### src/rtl/jtag_tap_ctrl.sv
// jtag_tap_ctrl: IEEE 1149.1 TAP controller with instruction register, BYPASS
// register and TDO output stage. The state machine and registers update on
// posedge tck. TDO and its enable update on negedge tck.
// Optional feature: define JTAG_TAP_IDCODE_EN to include the 32-bit IDCODE
// register. When it is defined, the reset instruction becomes IDCODE_OPCODE.
module jtag_tap_ctrl #(
   parameter int unsigned       IR_LEN        = 4,
   parameter logic [IR_LEN-1:0] IDCODE_OPCODE = IR_LEN'(1),
   parameter logic [31:0]       IDCODE_VALUE  = 32'h1000_0001
) (
   input  logic              tck,
   input  logic              trst,
   input  logic              tms,
   input  logic              tdi,
   input  logic              user_tdo,
   output logic              tdo,
   output logic              tdo_en,
   output logic              state_tlr,
   output logic              state_capturedr,
   output logic              state_shiftdr,
   output logic              state_updatedr,
   output logic              state_captureir,
   output logic              state_shiftir,
   output logic              state_updateir,
   output logic [IR_LEN-1:0] ir_reg,
   output logic              user_sel
);

   typedef enum logic [3:0] {
      S_TLR      = 4'h0,
      S_RTI      = 4'h1,
      S_SEL_DR   = 4'h2,
      S_CAP_DR   = 4'h3,
      S_SHIFT_DR = 4'h4,
      S_EXIT1_DR = 4'h5,
      S_PAUSE_DR = 4'h6,
      S_EXIT2_DR = 4'h7,
      S_UPD_DR   = 4'h8,
      S_SEL_IR   = 4'h9,
      S_CAP_IR   = 4'hA,
      S_SHIFT_IR = 4'hB,
      S_EXIT1_IR = 4'hC,
      S_PAUSE_IR = 4'hD,
      S_EXIT2_IR = 4'hE,
      S_UPD_IR   = 4'hF
   } tap_state_t;

   // The capture value has bit 0 set and bit 1 clear; all higher bits are ones.
   localparam logic [IR_LEN-1:0] IR_CAPTURE = ~(IR_LEN'(2));
   localparam logic [IR_LEN-1:0] BYPASS_OP  = '1;
`ifdef JTAG_TAP_IDCODE_EN
   localparam logic [IR_LEN-1:0] RESET_INSTR = IDCODE_OPCODE;
`else
   localparam logic [IR_LEN-1:0] RESET_INSTR = BYPASS_OP;
`endif

   tap_state_t        r_state;
   tap_state_t        w_state_next;
   logic [IR_LEN-1:0] r_ir_sr;
   logic [IR_LEN-1:0] r_ir;
   logic              r_bypass;
   logic              r_tdo;
   logic              r_tdo_en;
   logic              w_dr_tdo;
   logic              w_user_sel;
`ifdef JTAG_TAP_IDCODE_EN
   logic [31:0]       r_idcode;
`endif

   // TAP state register; trst forces Test-Logic-Reset at any time.
   always_ff @(posedge tck or negedge trst) begin
      if (!trst) r_state <= S_TLR;
      else       r_state <= w_state_next;
   end

   // Standard TMS-driven next-state function.
   always_comb begin
      w_state_next = r_state;
      case (r_state)
         S_TLR:      w_state_next = tms ? S_TLR      : S_RTI;
         S_RTI:      w_state_next = tms ? S_SEL_DR   : S_RTI;
         S_SEL_DR:   w_state_next = tms ? S_SEL_IR   : S_CAP_DR;
         S_CAP_DR:   w_state_next = tms ? S_EXIT1_DR : S_SHIFT_DR;
         S_SHIFT_DR: w_state_next = tms ? S_EXIT1_DR : S_SHIFT_DR;
         S_EXIT1_DR: w_state_next = tms ? S_UPD_DR   : S_PAUSE_DR;
         S_PAUSE_DR: w_state_next = tms ? S_EXIT2_DR : S_PAUSE_DR;
         S_EXIT2_DR: w_state_next = tms ? S_UPD_DR   : S_SHIFT_DR;
         S_UPD_DR:   w_state_next = tms ? S_SEL_DR   : S_RTI;
         S_SEL_IR:   w_state_next = tms ? S_TLR      : S_CAP_IR;
         S_CAP_IR:   w_state_next = tms ? S_EXIT1_IR : S_SHIFT_IR;
         S_SHIFT_IR: w_state_next = tms ? S_EXIT1_IR : S_SHIFT_IR;
         S_EXIT1_IR: w_state_next = tms ? S_UPD_IR   : S_PAUSE_IR;
         S_PAUSE_IR: w_state_next = tms ? S_EXIT2_IR : S_PAUSE_IR;
         S_EXIT2_IR: w_state_next = tms ? S_UPD_IR   : S_SHIFT_IR;
         S_UPD_IR:   w_state_next = tms ? S_SEL_DR   : S_RTI;
         default:    w_state_next = S_TLR;
      endcase
   end

   // IR shift register: capture the fixed pattern, then shift right with tdi entering the MSB.
   always_ff @(posedge tck or negedge trst) begin
      if (!trst)                       r_ir_sr <= IR_CAPTURE;
      else if (r_state == S_CAP_IR)    r_ir_sr <= IR_CAPTURE;
      else if (r_state == S_SHIFT_IR)  r_ir_sr <= {tdi, r_ir_sr[IR_LEN-1:1]};
   end

   // Active instruction. It takes the reset instruction on entry to TLR, so the
   // value holds from the first cycle in TLR, and it loads from the shift register in Update-IR.
   always_ff @(posedge tck or negedge trst) begin
      if (!trst)                        r_ir <= RESET_INSTR;
      else if (w_state_next == S_TLR)   r_ir <= RESET_INSTR;
      else if (r_state == S_UPD_IR)     r_ir <= r_ir_sr;
   end

   // BYPASS cell: clears on capture and passes tdi through with one cycle of delay.
   always_ff @(posedge tck or negedge trst) begin
      if (!trst)                       r_bypass <= 1'b0;
      else if (r_state == S_CAP_DR)    r_bypass <= 1'b0;
      else if (r_state == S_SHIFT_DR)  r_bypass <= tdi;
   end

`ifdef JTAG_TAP_IDCODE_EN
   // IDCODE register: captures the device ID and shifts it out LSB first.
   always_ff @(posedge tck or negedge trst) begin
      if (!trst)                       r_idcode <= IDCODE_VALUE;
      else if (r_state == S_CAP_DR)    r_idcode <= IDCODE_VALUE;
      else if (r_state == S_SHIFT_DR)  r_idcode <= {tdi, r_idcode[31:1]};
   end

   // The user selection excludes BYPASS and the IDCODE opcode. The data-register TDO source follows the instruction.
   always_comb begin
      w_user_sel = (r_ir != BYPASS_OP) && (r_ir != IDCODE_OPCODE);
      w_dr_tdo   = r_bypass;
      if (r_ir == IDCODE_OPCODE) w_dr_tdo = r_idcode[0];
      else if (w_user_sel)       w_dr_tdo = user_tdo;
   end
`else
   // Every opcode except all ones belongs to the user. The data-register TDO source follows the instruction.
   always_comb begin
      w_user_sel = (r_ir != BYPASS_OP);
      w_dr_tdo   = r_bypass;
      if (w_user_sel) w_dr_tdo = user_tdo;
   end
`endif

   // Falling-edge TDO stage: drives only in the shift states and holds the last bit otherwise.
   always_ff @(negedge tck or negedge trst) begin
      if (!trst) begin
         r_tdo    <= 1'b0;
         r_tdo_en <= 1'b0;
      end else if (r_state == S_SHIFT_IR) begin
         r_tdo    <= r_ir_sr[0];
         r_tdo_en <= 1'b1;
      end else if (r_state == S_SHIFT_DR) begin
         r_tdo    <= w_dr_tdo;
         r_tdo_en <= 1'b1;
      end else begin
         r_tdo_en <= 1'b0;
      end
   end

   assign tdo             = r_tdo;
   assign tdo_en          = r_tdo_en;
   assign ir_reg          = r_ir;
   assign user_sel        = w_user_sel;
   assign state_tlr       = (r_state == S_TLR);
   assign state_capturedr = (r_state == S_CAP_DR);
   assign state_shiftdr   = (r_state == S_SHIFT_DR);
   assign state_updatedr  = (r_state == S_UPD_DR);
   assign state_captureir = (r_state == S_CAP_IR);
   assign state_shiftir   = (r_state == S_SHIFT_IR);
   assign state_updateir  = (r_state == S_UPD_IR);

endmodule

### config.mk
export PLATFORM = sky130hd
export DESIGN_NAME = jtag_tap_ctrl
export DESIGN_NICKNAME = d
export VERILOG_FILES = /design/src/rtl/jtag_tap_ctrl.sv
export SDC_FILE = /design/constraint.sdc
export NUM_CORES = 1
export LEC_CHECK = 0
export CORE_UTILIZATION = 48
export CTS_CLUSTER_DIAMETER = 150
export CTS_CLUSTER_SIZE = 16
export DETAILED_ROUTE_END_ITERATION = 16
export PLACE_DENSITY = 0.75
export RECOVER_POWER = 50
export SLEW_MARGIN = 20
export SYNTH_ARGS = -nofsm -noshare
export SYNTH_HDL_FRONTEND = slang
export SYNTH_SLANG_ARGS = --single-unit
### constraint.sdc
create_clock -name tck -period 1.65 [get_ports tck]
set_input_delay 0.2475 -clock tck [delete_from_list [all_inputs] [get_ports tck]]
set_output_delay 0.2475 -clock tck [all_outputs]
set_load 0.02 [all_outputs]
==> summary.txt <==
Placed design
  – Worst Setup Slack post-DPL: -514 ps
  – Placed Area: 0.00116 mm^2
  – IO buf count: 18
  – Final HPWL DP: 1.54 mm
  – DP Cell Count: 140
  – GP Congestion: 0.803

Setup path
  – Worst path max stage delay: 550 ps
  – Startpoint types: flop
  – CP endpoint kind: flop
  – Cell count along the critical path: 4
  – WS Path Type: reg2reg
  – CP bufs+invs: 0
  – Worst Path Arrival: 1560 ps
  – Slowest CP cell: dfstp_2
  – Reg2Reg Depth: 4
  – Crit path max-delay family: flip-flops
  – Worst Path Required: 970 ps
  – Worst path cell trace: nand4_1 -> mux2_2 -> mux2i_1 -> o21ai_1
  – Crit-path max FO: 2

Hold path
  – Hold Crit Class: reg2reg
  – Hold path depth: 2

Drt
  – Detailed Route Iter0 Violations: 67
  – Vias post-DR: 1005
  – DR WL/cell: 22.9 um
  – WL final: 3.58 mm
  – Number of vias per cell: 6.44
  – Drt pass-1 iters: 4
  – DRC viols: 0
  – Final antenna-violating net count: 0

Floorplan
  – Core box area: 0.00154 mm^2
  – Die Area: 0.00187 mm^2
  – Cell Rows: 14
  – Die Y: 43.3 um
  – I/O pin count: 19
  – Chip Width: 43.3 um
  – Starting Density: 0.531

STA
  – Unrepaired setup endpoints after global routing: yes
  – Final Skew: 7.32 ps
  – # setup viols final: 15
  – Slew @ Worst Pin: 711 ps
  – Final Max Slew Viols: 0
  – Relative slew slack: 0.526
  – PnR worst setup slack: -591 ps
  – Setup TNS Final: -3020 ps
  – Final Hold Slack: 538 ps
  – Final Hold Viols: 0

Clock tree
  – CTS Sinks: 15
  – Clock Tree Buf Depth: 2
  – CTS buffer count: 3
  – Hold_buf cts: 0
  – TritonCTS clock tree: done
  – H-tree levels: 1
  – Clock latency on the worst-skew pair: 310 ps
  – Reg clk slew, reported paths: 110 ps
  – CTS root buffer: clkbuf_4

Yosys
  – Synth cell types: 30
  – Async set or reset register ratio after synthesis: 1.00
  – Netlist Area Pre-Place: 818 um^2
  – Top FF cell, synth: dfstp_2
  – Syn Nets: 94
  – Sequential share of the synthesized area: 0.469
  – Synthesized flop and latch total: 15
  – Post-synth EDFFs: 0
  – Synth Instances: 89
  – Synth Warn #: 0
  – Syn avg cell area: 9.19 um^2

Power
  – PD cells: 2340 mW/mm^2
  – Max VDD drop: 1.62 mV
  – Lkg Pwr: 0.623 nW

Finish
  – Finished Layout Cells: 156
  – Most frequent cells in the layout: buf_6, buf_4, nand2_1
  – N_diodes: 0
  – Area growth syn-to-layout: 72.5%
  – Most common cell after layout, fill and taps aside: buf_6
  – Final net count: 146
  – Fin area: 0.00141 mm^2
  – Ratio of cells with drive above 1 in the final layout: 0.486

Global routing
  – Total track usage: 0.311
  – First-pass GRT wire length: 4.22 mm
  – Antenna violations before repair: 0
  – Largest net degree at the start of global routing: 15
  – Number of global-route vias before repair: 859
  – Total congestion overflow: 0

Run
  – Maxcap violations: 0

Status
  – Status: complete, but fails checks
  – Failing checks: negative setup slack
## through the flow
step,util,total power (W)
2_1_floorplan,-,0.00158
3_3_place_gp,0.755,0.00226
3_5_place_dp,0.755,0.00233
4_1_cts,0.846,0.00280
5_1_grt,0.916,0.00340
6_report,0.916,0.00331
## cells by family (layout without fill, tap and decap cells)
kind of cell	Yosys count	count (layout)	share of synthesized area
XOR/XNOR	1	1	0.0107
buffers and inverters	9	60	0.0489
AO/OA/AOI/OAI	22	22	0.164
flip-flops	15	15	0.469
AND/OR/NAND/NOR	35	35	0.220
multiplexers	7	7	0.0872
## report_power, final
part | total [W] | switching [W] | leakage (nW) | internal (W)
Combinational | 0.00229 | 0.00120 | 0.431 | 0.00109
Clock | 0.000244 | 0.000153 | 0.0177 | 0.0000907
Sequential | 0.000775 | 0.000179 | 0.174 | 0.000597
Total | 0.00331 | 0.00153 | 0.623 | 0.00178
## metal layers
metal | vias up | track usage | wire, um
met5 | - | 0 | 0
met4 | 0 | 0.103 | 241
met3 | 30 | 0.0383 | 311
met2 | 90 | 0.528 | 1760
met1 | 464 | 0.406 | 1260
li1 | 421 | - | -
## path summary, 6_finish.rpt
path / start / end / slack [ps]
max: ir_reg[2]$_DFFE_PN1P_ / tdo$_DFFE_NN0P_ / -590
min reg2reg: r_ir_sr[1]$_DFFE_PN0P_ / r_ir_sr[1]$_DFFE_PN0P_ / 540
min in group asynchronous: trst / r_bypass$_DFFE_PN0P_ / 580
max reg2reg: ir_reg[2]$_DFFE_PN1P_ / tdo$_DFFE_NN0P_ / -590
min: r_ir_sr[1]$_DFFE_PN0P_ / r_ir_sr[1]$_DFFE_PN0P_ / 540
max in group asynchronous: trst / tdo$_DFFE_NN0P_ / 590
## layout make-up
type	instances	area, um^2
multi-input cells	65	459
clock inverters	1	5.00
repair buffers	52	500
flip-flops and latches	15	384
inverters	4	20.0
clock buffers	3	22.5
fillers	63	130
well taps	16	20.0
## what timing repair did
| action | 4_1_cts | 5_1_grt |
|---|---|---|
| cloned | 0 | 0 |
| pin swaps | 5 | 6 |
| gates resized for setup | 76 | 25 |
| buffers inserted | 8 | 11 |
| endpoints found under the setup margin | 16 | 12 |
## worst min-delay path: cells and delay by family, from the launching register on
family	cells	cell delay, ps
DFF	1	390
AOI/OAI and AO/OA	1	60
and+or+nand+nor	1	50
## synth_stat cells, types with 2 or more instances
library cell | number | area share
a21oi_1 | 6 | 0.037
buf_2 | 5 | 0.031
dfrtn_1 | 2 | 0.061
dfrtp_1 | 6 | 0.18
dfstp_2 | 7 | 0.22
inv_2 | 3 | 0.014
mux2i_1 | 6 | 0.073
nand2_1 | 14 | 0.064
nand3_1 | 4 | 0.024
nor2_1 | 8 | 0.037
nor3_1 | 3 | 0.018
o21ai_0 | 6 | 0.037
o22ai_1 | 2 | 0.015
No activity file was read; power rests on OpenSTA's default activity.
